**src/rtl/agc_mem_pkg.sv**
```systemverilog
// Shared types and address constants for the erasable memory sequencer.
// Address classes come from the 12-bit S register and the erasable bank.
package agc_mem_pkg;

  typedef enum logic [2:0] {
    IDLE,
    READ,
    SENSE,
    HOLD,
    WRITE,
    FIN
  } mem_state_t;

  localparam logic [11:0] CREG_LIMIT = 12'o10;
  localparam logic [11:0] FIXED_BASE = 12'o2000;
  localparam logic [1:0]  BANK_SEL   = 2'b11;

endpackage

```
**src/rtl/agc_parity16.sv**
```systemverilog
// 16-bit XOR reduction tree.
// Used for both parity checking and parity generation.
module agc_parity16 (
  input  logic [15:0] d,
  output logic        p
);

  logic [7:0] l1;
  logic [3:0] l2;
  logic [1:0] l3;

  assign l1 = d[15:8] ^ d[7:0];
  assign l2 = l1[7:4] ^ l1[3:0];
  assign l3 = l2[3:2] ^ l2[1:0];
  assign p  = l3[1] ^ l3[0];

endmodule

```
**src/rtl/erasable_memory_sequencer.sv**
```systemverilog
// Erasable core memory cycle sequencer.
// Sequences read, sense, write-back hold and write strobes.
module erasable_memory_sequencer
  import agc_mem_pkg::*;
#(
  parameter int RD_CYC = 2,
  parameter int WR_CYC = 2
) (
  input  logic        SIM_CLK,
  input  logic        SIM_RST,
  input  logic        MSTRT,
  input  logic [11:0] S,
  input  logic [2:0]  EB,
  input  logic [15:0] RD,
  input  logic [14:0] WB,
  input  logic        WBGO,
  input  logic        PCHK,
  input  logic        PALCLR,
  output logic [10:0] EAD,
  output logic        RDSTB,
  output logic        SASTB,
  output logic        WRSTB,
  output logic [15:0] WD,
  output logic [15:0] G,
  output logic        BUSY,
  output logic        DONE,
  output logic        REGSEL,
  output logic        FMEM,
  output logic        PALARM
);

  mem_state_t  state;
  logic [2:0]  cnt;
  logic        wb_pend;
  logic        rd_par;
  logic        wb_par;
  logic        is_creg;
  logic        is_fixed;
  logic        pal_set;
  logic [10:0] ead_nx;

  agc_parity16 u_chk (
    .d(RD),
    .p(rd_par)
  );

  agc_parity16 u_gen (
    .d({1'b0, WB}),
    .p(wb_par)
  );

  assign is_creg  = S < CREG_LIMIT;
  assign is_fixed = S >= FIXED_BASE;
  assign ead_nx   = (S[9:8] == BANK_SEL) ? {EB, S[7:0]}
                                         : {1'b0, S[9:8], S[7:0]};
  // Even overall parity on the sensed word is a bad read.
  assign pal_set  = (state == SENSE) && PCHK && !rd_par;

  always_ff @(posedge SIM_CLK) begin
    if (SIM_RST) begin
      state   <= IDLE;
      cnt     <= '0;
      wb_pend <= 1'b0;
      EAD     <= '0;
      RDSTB   <= 1'b0;
      SASTB   <= 1'b0;
      WRSTB   <= 1'b0;
      WD      <= '0;
      G       <= '0;
      BUSY    <= 1'b0;
      DONE    <= 1'b0;
      REGSEL  <= 1'b0;
      FMEM    <= 1'b0;
      PALARM  <= 1'b0;
    end else begin
      DONE  <= 1'b0;
      SASTB <= 1'b0;
      if (pal_set)
        PALARM <= 1'b1;
      else if (PALCLR)
        PALARM <= 1'b0;
      unique case (state)
        IDLE: begin
          if (MSTRT) begin
            EAD    <= ead_nx;
            REGSEL <= is_creg;
            FMEM   <= is_fixed;
            BUSY   <= 1'b1;
            if (!is_creg && !is_fixed) begin
              state <= READ;
              RDSTB <= 1'b1;
              cnt   <= 3'(RD_CYC - 1);
            end else begin
              state <= FIN;
              DONE  <= 1'b1;
            end
          end
        end
        READ: begin
          if (cnt == 3'd0) begin
            RDSTB <= 1'b0;
            SASTB <= 1'b1;
            state <= SENSE;
          end else begin
            cnt <= cnt - 3'd1;
          end
        end
        SENSE: begin
          G       <= RD;
          wb_pend <= WBGO;
          state   <= HOLD;
        end
        HOLD: begin
          if (WBGO || wb_pend) begin
            WD      <= {~wb_par, WB};
            WRSTB   <= 1'b1;
            cnt     <= 3'(WR_CYC - 1);
            wb_pend <= 1'b0;
            state   <= WRITE;
          end
        end
        WRITE: begin
          if (cnt == 3'd0) begin
            WRSTB <= 1'b0;
            DONE  <= 1'b1;
            state <= FIN;
          end else begin
            cnt <= cnt - 3'd1;
          end
        end
        FIN: begin
          BUSY  <= 1'b0;
          state <= IDLE;
        end
        default: state <= IDLE;
      endcase
    end
  end

endmodule

```
**config.mk**
```make
export PLATFORM = sky130hd
export DESIGN_NAME = erasable_memory_sequencer
export DESIGN_NICKNAME = d
export VERILOG_FILES = /design/src/rtl/agc_mem_pkg.sv /design/src/rtl/agc_parity16.sv /design/src/rtl/erasable_memory_sequencer.sv
export SDC_FILE = /design/constraint.sdc
export NUM_CORES = 1
export LEC_CHECK = 0
export CORE_UTILIZATION = 46
export CTS_BUF_LIST = sky130_fd_sc_hd__clkbuf_4 sky130_fd_sc_hd__clkbuf_8 sky130_fd_sc_hd__clkbuf_16
export DETAILED_ROUTE_END_ITERATION = 10
export GPL_TIMING_DRIVEN = 1
export MAX_ROUTING_LAYER = met4
export PLACE_DENSITY = 0.85
export SETUP_SLACK_MARGIN = 0.4
export SLEW_MARGIN = 20
export SYNTH_ARGS = -nofsm -noshare
export SYNTH_HDL_FRONTEND = slang
export SYNTH_SLANG_ARGS = --single-unit
```
**constraint.sdc**
```tcl
create_clock -name SIM_CLK -period 2.4 [get_ports SIM_CLK]
set_input_delay 0.24 -clock SIM_CLK [delete_from_list [all_inputs] [get_ports SIM_CLK]]
set_output_delay 0.24 -clock SIM_CLK [all_outputs]
set_load 0.02 [all_outputs]
```
== After elaboration in Yosys (flattened, before gate mapping) ==
Index checks and enable logic that the tools add are counted.
W data, S select, Z words.

* Bits in registers: 58

* Add/sub/neg operators: 1
* $lt $le $gt $ge: 2
* Eq/ne operators: 12
* Multiplexer cells: 28
* Bitwise logic cells: 10
* Reduce and logical (&&, ||, !) cells: 25

{| class="wikitable"
|+ Operators with widths
! kind !! number
|-
| $mux W3 || 9
|-
| $pmux W3 S5 || 1
|-
| $ge A12 B11 Y1 const B || 1
|-
| $lt A12 B4 Y1 const B || 1
|-
| $ne A2 B2 Y1 const B || 6
|-
| $mux W1 || 11
|-
| $mux W11 || 1
|-
| $pmux W1 S2 || 5
|-
| $reduce_bool A2 Y1 || 5
|-
| $pmux W3 S3 || 1
|-
| $reduce_and A2 Y1 || 4
|-
| $reduce_and A4 Y1 || 2
|-
| $xor A4 B4 Y4 || 2
|-
| $xor A7 B8 Y8 || 1
|-
| $xor A8 B8 Y8 || 1
|-
| $eq A3 B2 Y1 const B || 2
|-
| $eq A3 B3 Y1 const B || 2
|-
| $logic_not A3 Y1 || 2
|-
| $reduce_and A5 Y1 || 1
|-
| $reduce_or A2 Y1 || 2
|-
| $xor A2 B2 Y2 || 2
|-
| $eq A3 B1 Y1 const B || 1
|-
| $logic_and A1 B1 Y1 || 3
|-
| $logic_not A1 Y1 || 3
|-
| 7 further kinds || 9
|}

== Depth between registers and ports, before layout ==
* Depth in word-level cells: 7
* Depth in mapped cells: 7
* Depth with buffers taken out: 7

== Modules after synthesis ==
A second synthesis with hierarchy kept.

* Cells, all modules: 315
* Area total of the unflattened synthesis: 2,555.0 sq um

{| class="wikitable"
|+ Modules (own cells, without submodules)
! module !! times used !! cells each !! area an instance (sq um)
|-
| erasable_memory_sequencer || 1 || 285 || 2,292.2
|-
| agc_parity16 || 2 || 15 || 131.4
|}

== Least setup slack after synthesis ==
OpenSTA, ideal clock, no wires.

* Kind: register -> register
* From: register cnt[0]
* To: register cnt[1]
* Setup time: 0.070 ns
* Data arrival time: 1.502 ns
* Data required time: 2.330 ns
* Path slack: 0.828 ns
* Cell stages (with the launch flop): 8
* Path buffers: 0
* Clock period less this slack: 1.572 ns
* Cells stage by stage: dfxtp_1 inv_1 ha_1 nor2b_1 a221oi_2 o211ai_1 or3_1 a21oi_1

* Word-level cells in the longest chain between the ends: 3
* Elaborated cells on any way between the ends: 6
* Those cells by class: add/sub: 1; eq/ne: 1; mux: 2; reduce/logical: 2

{| class="wikitable"
|+ RTL lines
! element !! RTL line !! RTL
|-
| start, declared || erasable_memory_sequencer.sv:33 || <nowiki>logic [2:0] cnt;</nowiki>
|-
| start signal, assigned || erasable_memory_sequencer.sv:92 || <nowiki>cnt <= 3'(RD_CYC - 1);</nowiki>
|-
| start signal, assigned || erasable_memory_sequencer.sv:105 || <nowiki>cnt <= cnt - 3'd1;</nowiki>
|-
| start signal, assigned || erasable_memory_sequencer.sv:117 || <nowiki>cnt <= 3'(WR_CYC - 1);</nowiki>
|-
| $sub A3 B1 Y3 / $logic_not A3 Y1 (equally long branches) || n/a ||
|-
| $mux W3 / $ne A2 B2 Y1 (equally long branches) || n/a ||
|-
| $pmux W3 S3 / $reduce_and A5 Y1 (equally long branches) || n/a ||
|}

Several ways; a longest one is shown, not always the timed one. The select of a mux whose other input is x is not followed.
A chain may end at the register's enable or synchronous reset.

== Final worst setup path ==
* From: input MSTRT
* To: register cnt[1]

* Word-level cells in the longest chain between the ends: 2

{| class="wikitable"
|+ RTL lines
! element !! RTL line !! RTL
|-
| start, declared || erasable_memory_sequencer.sv:11 || <nowiki>input logic MSTRT,</nowiki>
|-
| $ne A2 B2 Y1 (no source line) || n/a ||
|-
| $reduce_and A5 Y1 (no source line) || n/a ||
|}

Every way passes these cells.

==> summary.txt <==
Setup path
  – Setup CP Type: primary input to flop
  – Reg2reg start: state[0]
  – CP Launch Type: primary input
  – Max Fanout on Critical Path: 4
  – CP Capture Type: flop
  – Worst setup startpoint: MSTRT
  – Critical path data arrival time: between 2000 and 2500 ps
  – Worst EP required: 2650 ps

Pwr
  – Comb pwr share: 0.383
  – Int Pwr: 2220 uW
  – Total power: 3460 uW
  – Peak VDD IR: 464 uV
  – Net Sw Frac: 0.358
  – Clock Power Share: 0.243
  – Pwr per Cell Area: around 920 mW/mm^2
  – Lkg Pwr: between 0.001 and 0.0015 uW
  – Switching pwr: 1240 uW
  – Reg power frac: 0.374

Yosys
  – Synth top cells by count: nand2_1 (86), dfxtp_1 (58), a21oi_1 (53)
  – Largest area contributor in the synthesized netlist: dfxtp_1
  – Ys async rst share: 0
  – Yosys top cell area share: 0.463
  – Cells after synthesis: approximately 320
  – Top post-synthesis cells by area: dfxtp_1 (46%), nand2_1 (13%), a21oi_1 (11%)
  – Synth unique cells: 33
  – Cell area after synthesis: 0.00251 mm^2
  – Mapped Avg Cell Area: roughly 8.0 um^2
  – Total nets after synthesis: roughly 370
  – Primary FF master, synth: dfxtp_1
  – Number of enable flip-flop cells after synthesis: 0
  – Count leader, synth: nand2_1
  – Register area share after synthesis: 0.463
  – Total of flip-flops plus latches after synthesis: 58
  – Synth warnings: 0

Floorplanning
  – Initial Utilization: 0.485
  – Chip Width: 75.8 um
  – Die Y: ~76 um
  – Io pins: 103
  – Die ar.: 0.00575 mm^2
  – Num rows: 26
  – Core area: approximately 0.0052 mm^2

Worst hold path
  – Hold_sp: cnt[0]
  – Hold Crit Class: flop to flop

Cells and area
  – Area growth syn-to-layout: 50.2%
  – Ratio of cells with drive above 1 in the final layout: 0.0595
  – Fillers: roughly 440
  – Register area: approximately 0.0012 mm^2
  – Final non-filler cell total: a little under 500
  – # diodes: 0
  – Area of the multi-input gates: 0.00125 mm^2
  – Layout Nets: 469

Routing
  – ANT nets after route: 0
  – Routed WL: roughly 6200 um
  – WL per Instance: between 10 and 15 um
  – DRT Pass-1 Iters: 4
  – Vias post-DR: approximately 2400
  – Detailed Route Iter0 Violations: about 150
  – Remaining DRCs: 0
  – DR vias/cell: 4.98

Clock network
  – Clock-pin slew on the worst setup and hold paths: ~60 ps
  – Postcts setup bufs: 0
  – CTS Buffer Depth: 2
  – Clk_lat worst skew: between 300 and 400 ps
  – Clk root buf: clkbuf_8
  – Clock H-tree levels: 3
  – CTS sink count: 58
  – CTS tree: done
  – CTS buffer count: 9

Place
  – Post-Place Cells: between 400 and 500
  – Dpl hpwl: approximately 4600 um
  – RD Place Congestion: a little under 0.8
  – PortBufs: between 100 and 150

STA
  – # setup viols final: 0
  – Final Slew Violations: 0
  – RSZ-0062 raised after global routing: no
  – Final Hold Fails: 0
  – Final min period: 1830 ps
  – Worst Tran Pin Value: around 750 ps
  – Fmax: between 500 and 600 MHz
  – Clock skew: 5.43 ps
  – Slew HR: 0.503
  – Setup Total Neg Slack: 0 ps
  – Post-route clock period utilization: 0.764
  – Final hold slack: 426 ps

GRT
  – Overflow after GRT: 0
  – GRT Overall Usage: 0.232
  – Vias in the first global route: approximately 2300
  – Global-route wire length before repair: approximately 9600 um
  – Largest net degree at the start of global routing: 43
  – Antenna violations before repair: 0

Job
  – Max Cap Violations: 0

Status
  – Status: complete, no violations
[sequential cells by signal (all words and copies together) (netlist names)]
signal	cells
G	16
REGSEL	1
BUSY	1
wb_pend	1
WD	16
EAD	11
FMEM	1
cnt	3
SASTB	1
WRSTB	1
state	3
RDSTB	1
PALARM	1
DONE	1
[per-stage QoR]
| stage | instance area [um^2] | worst slack, ps | utilization |
|---|---|---|---|
| after global routing | 3760 | 442 | 0.728 |
| final | 3760 | 565 | 0.728 |
| after floorplan | 2510 | 828 | - |
| after global placement | 3570 | 337 | 0.690 |
| after detailed placement | 3570 | 265 | 0.690 |
| after CTS | 3760 | 447 | 0.727 |
[routing by layer]
layer / part of all wire / vias up / wire, um / global-route usage
li1: - / 1241 / - / -
met1: 0.43 / 1111 / 2650 / 0.254
met2: 0.48 / 79 / 2970 / 0.385
met3: 0.080 / 11 / 496 / 0.0635
met4: 0.018 / 0 / 114 / 0.115
met5: 0 / - / 0 / -
[cells by family (layout without fill, tap and decap cells)]
| family | after synthesis | count (layout) | share of synthesized area |
|---|---|---|---|
| buffers and inverters | 23 | 128 | 0.0369 |
| AO/OA/AOI/OAI | 69 | 69 | 0.153 |
| AND/OR/NAND/NOR | 132 | 132 | 0.228 |
| flip-flops | 58 | 58 | 0.463 |
| multiplexers | 1 | 1 | 0.00399 |
| XOR/XNOR | 30 | 30 | 0.105 |
| adder cells (fa/ha/maj) | 2 | 2 | 0.00998 |
[path summary, 6_finish.rpt]
kind             end  slack [ps]  cells past startpoint
max           cnt[1]         570                      6
max reg2reg  EAD[10]         600                      5
min           cnt[0]         430                      1
min reg2reg   cnt[0]         430                      1
[layout make-up]
cell class	instances	share of cell area
multi-input combinational	234	0.333
sequential	58	0.309
timing repair buffer	106	0.278
clock buffer	14	0.0479
tap	70	0.0233
inverter	6	0.00598
clock inverter	2	0.00266
[layout by cell type (no fill, tap or decap), types with 6 or more instances in the layout]
cell type,netlist,routed
dfxtp_1,58,57
a21oi_1,53,53
clkbuf_8,0,12
nor3_1,6,6
xnor2_1,26,26
inv_1,6,6
nor2_1,15,14
clkdlybuf4s50_1,0,101
nand2_1,86,86
nand2b_1,6,6
[timing repair]
item | in CTS | in global routing
hold buffers | 0 | 0
resized for setup | 0 | 2
endpoints found under the setup margin | 0 | 18
[power groups by stage]
stage	registers [uW]	clock network (uW)	logic, uW
final	1300	842	1330
after global routing	1320	901	1460
after CTS	1290	857	1330
after detailed placement	1310	0	1320
after global placement	1300	0	1300
after floorplan	1390	0	774
[worst max-delay path: stages]
cell and delay [ps]:
clkdlybuf4s50_1 550, inv_1 90, a2111oi_1 500, o211ai_1 220
or3_1 340, a21oi_1 150
Note: power is estimated with default switching activity, not from simulation.
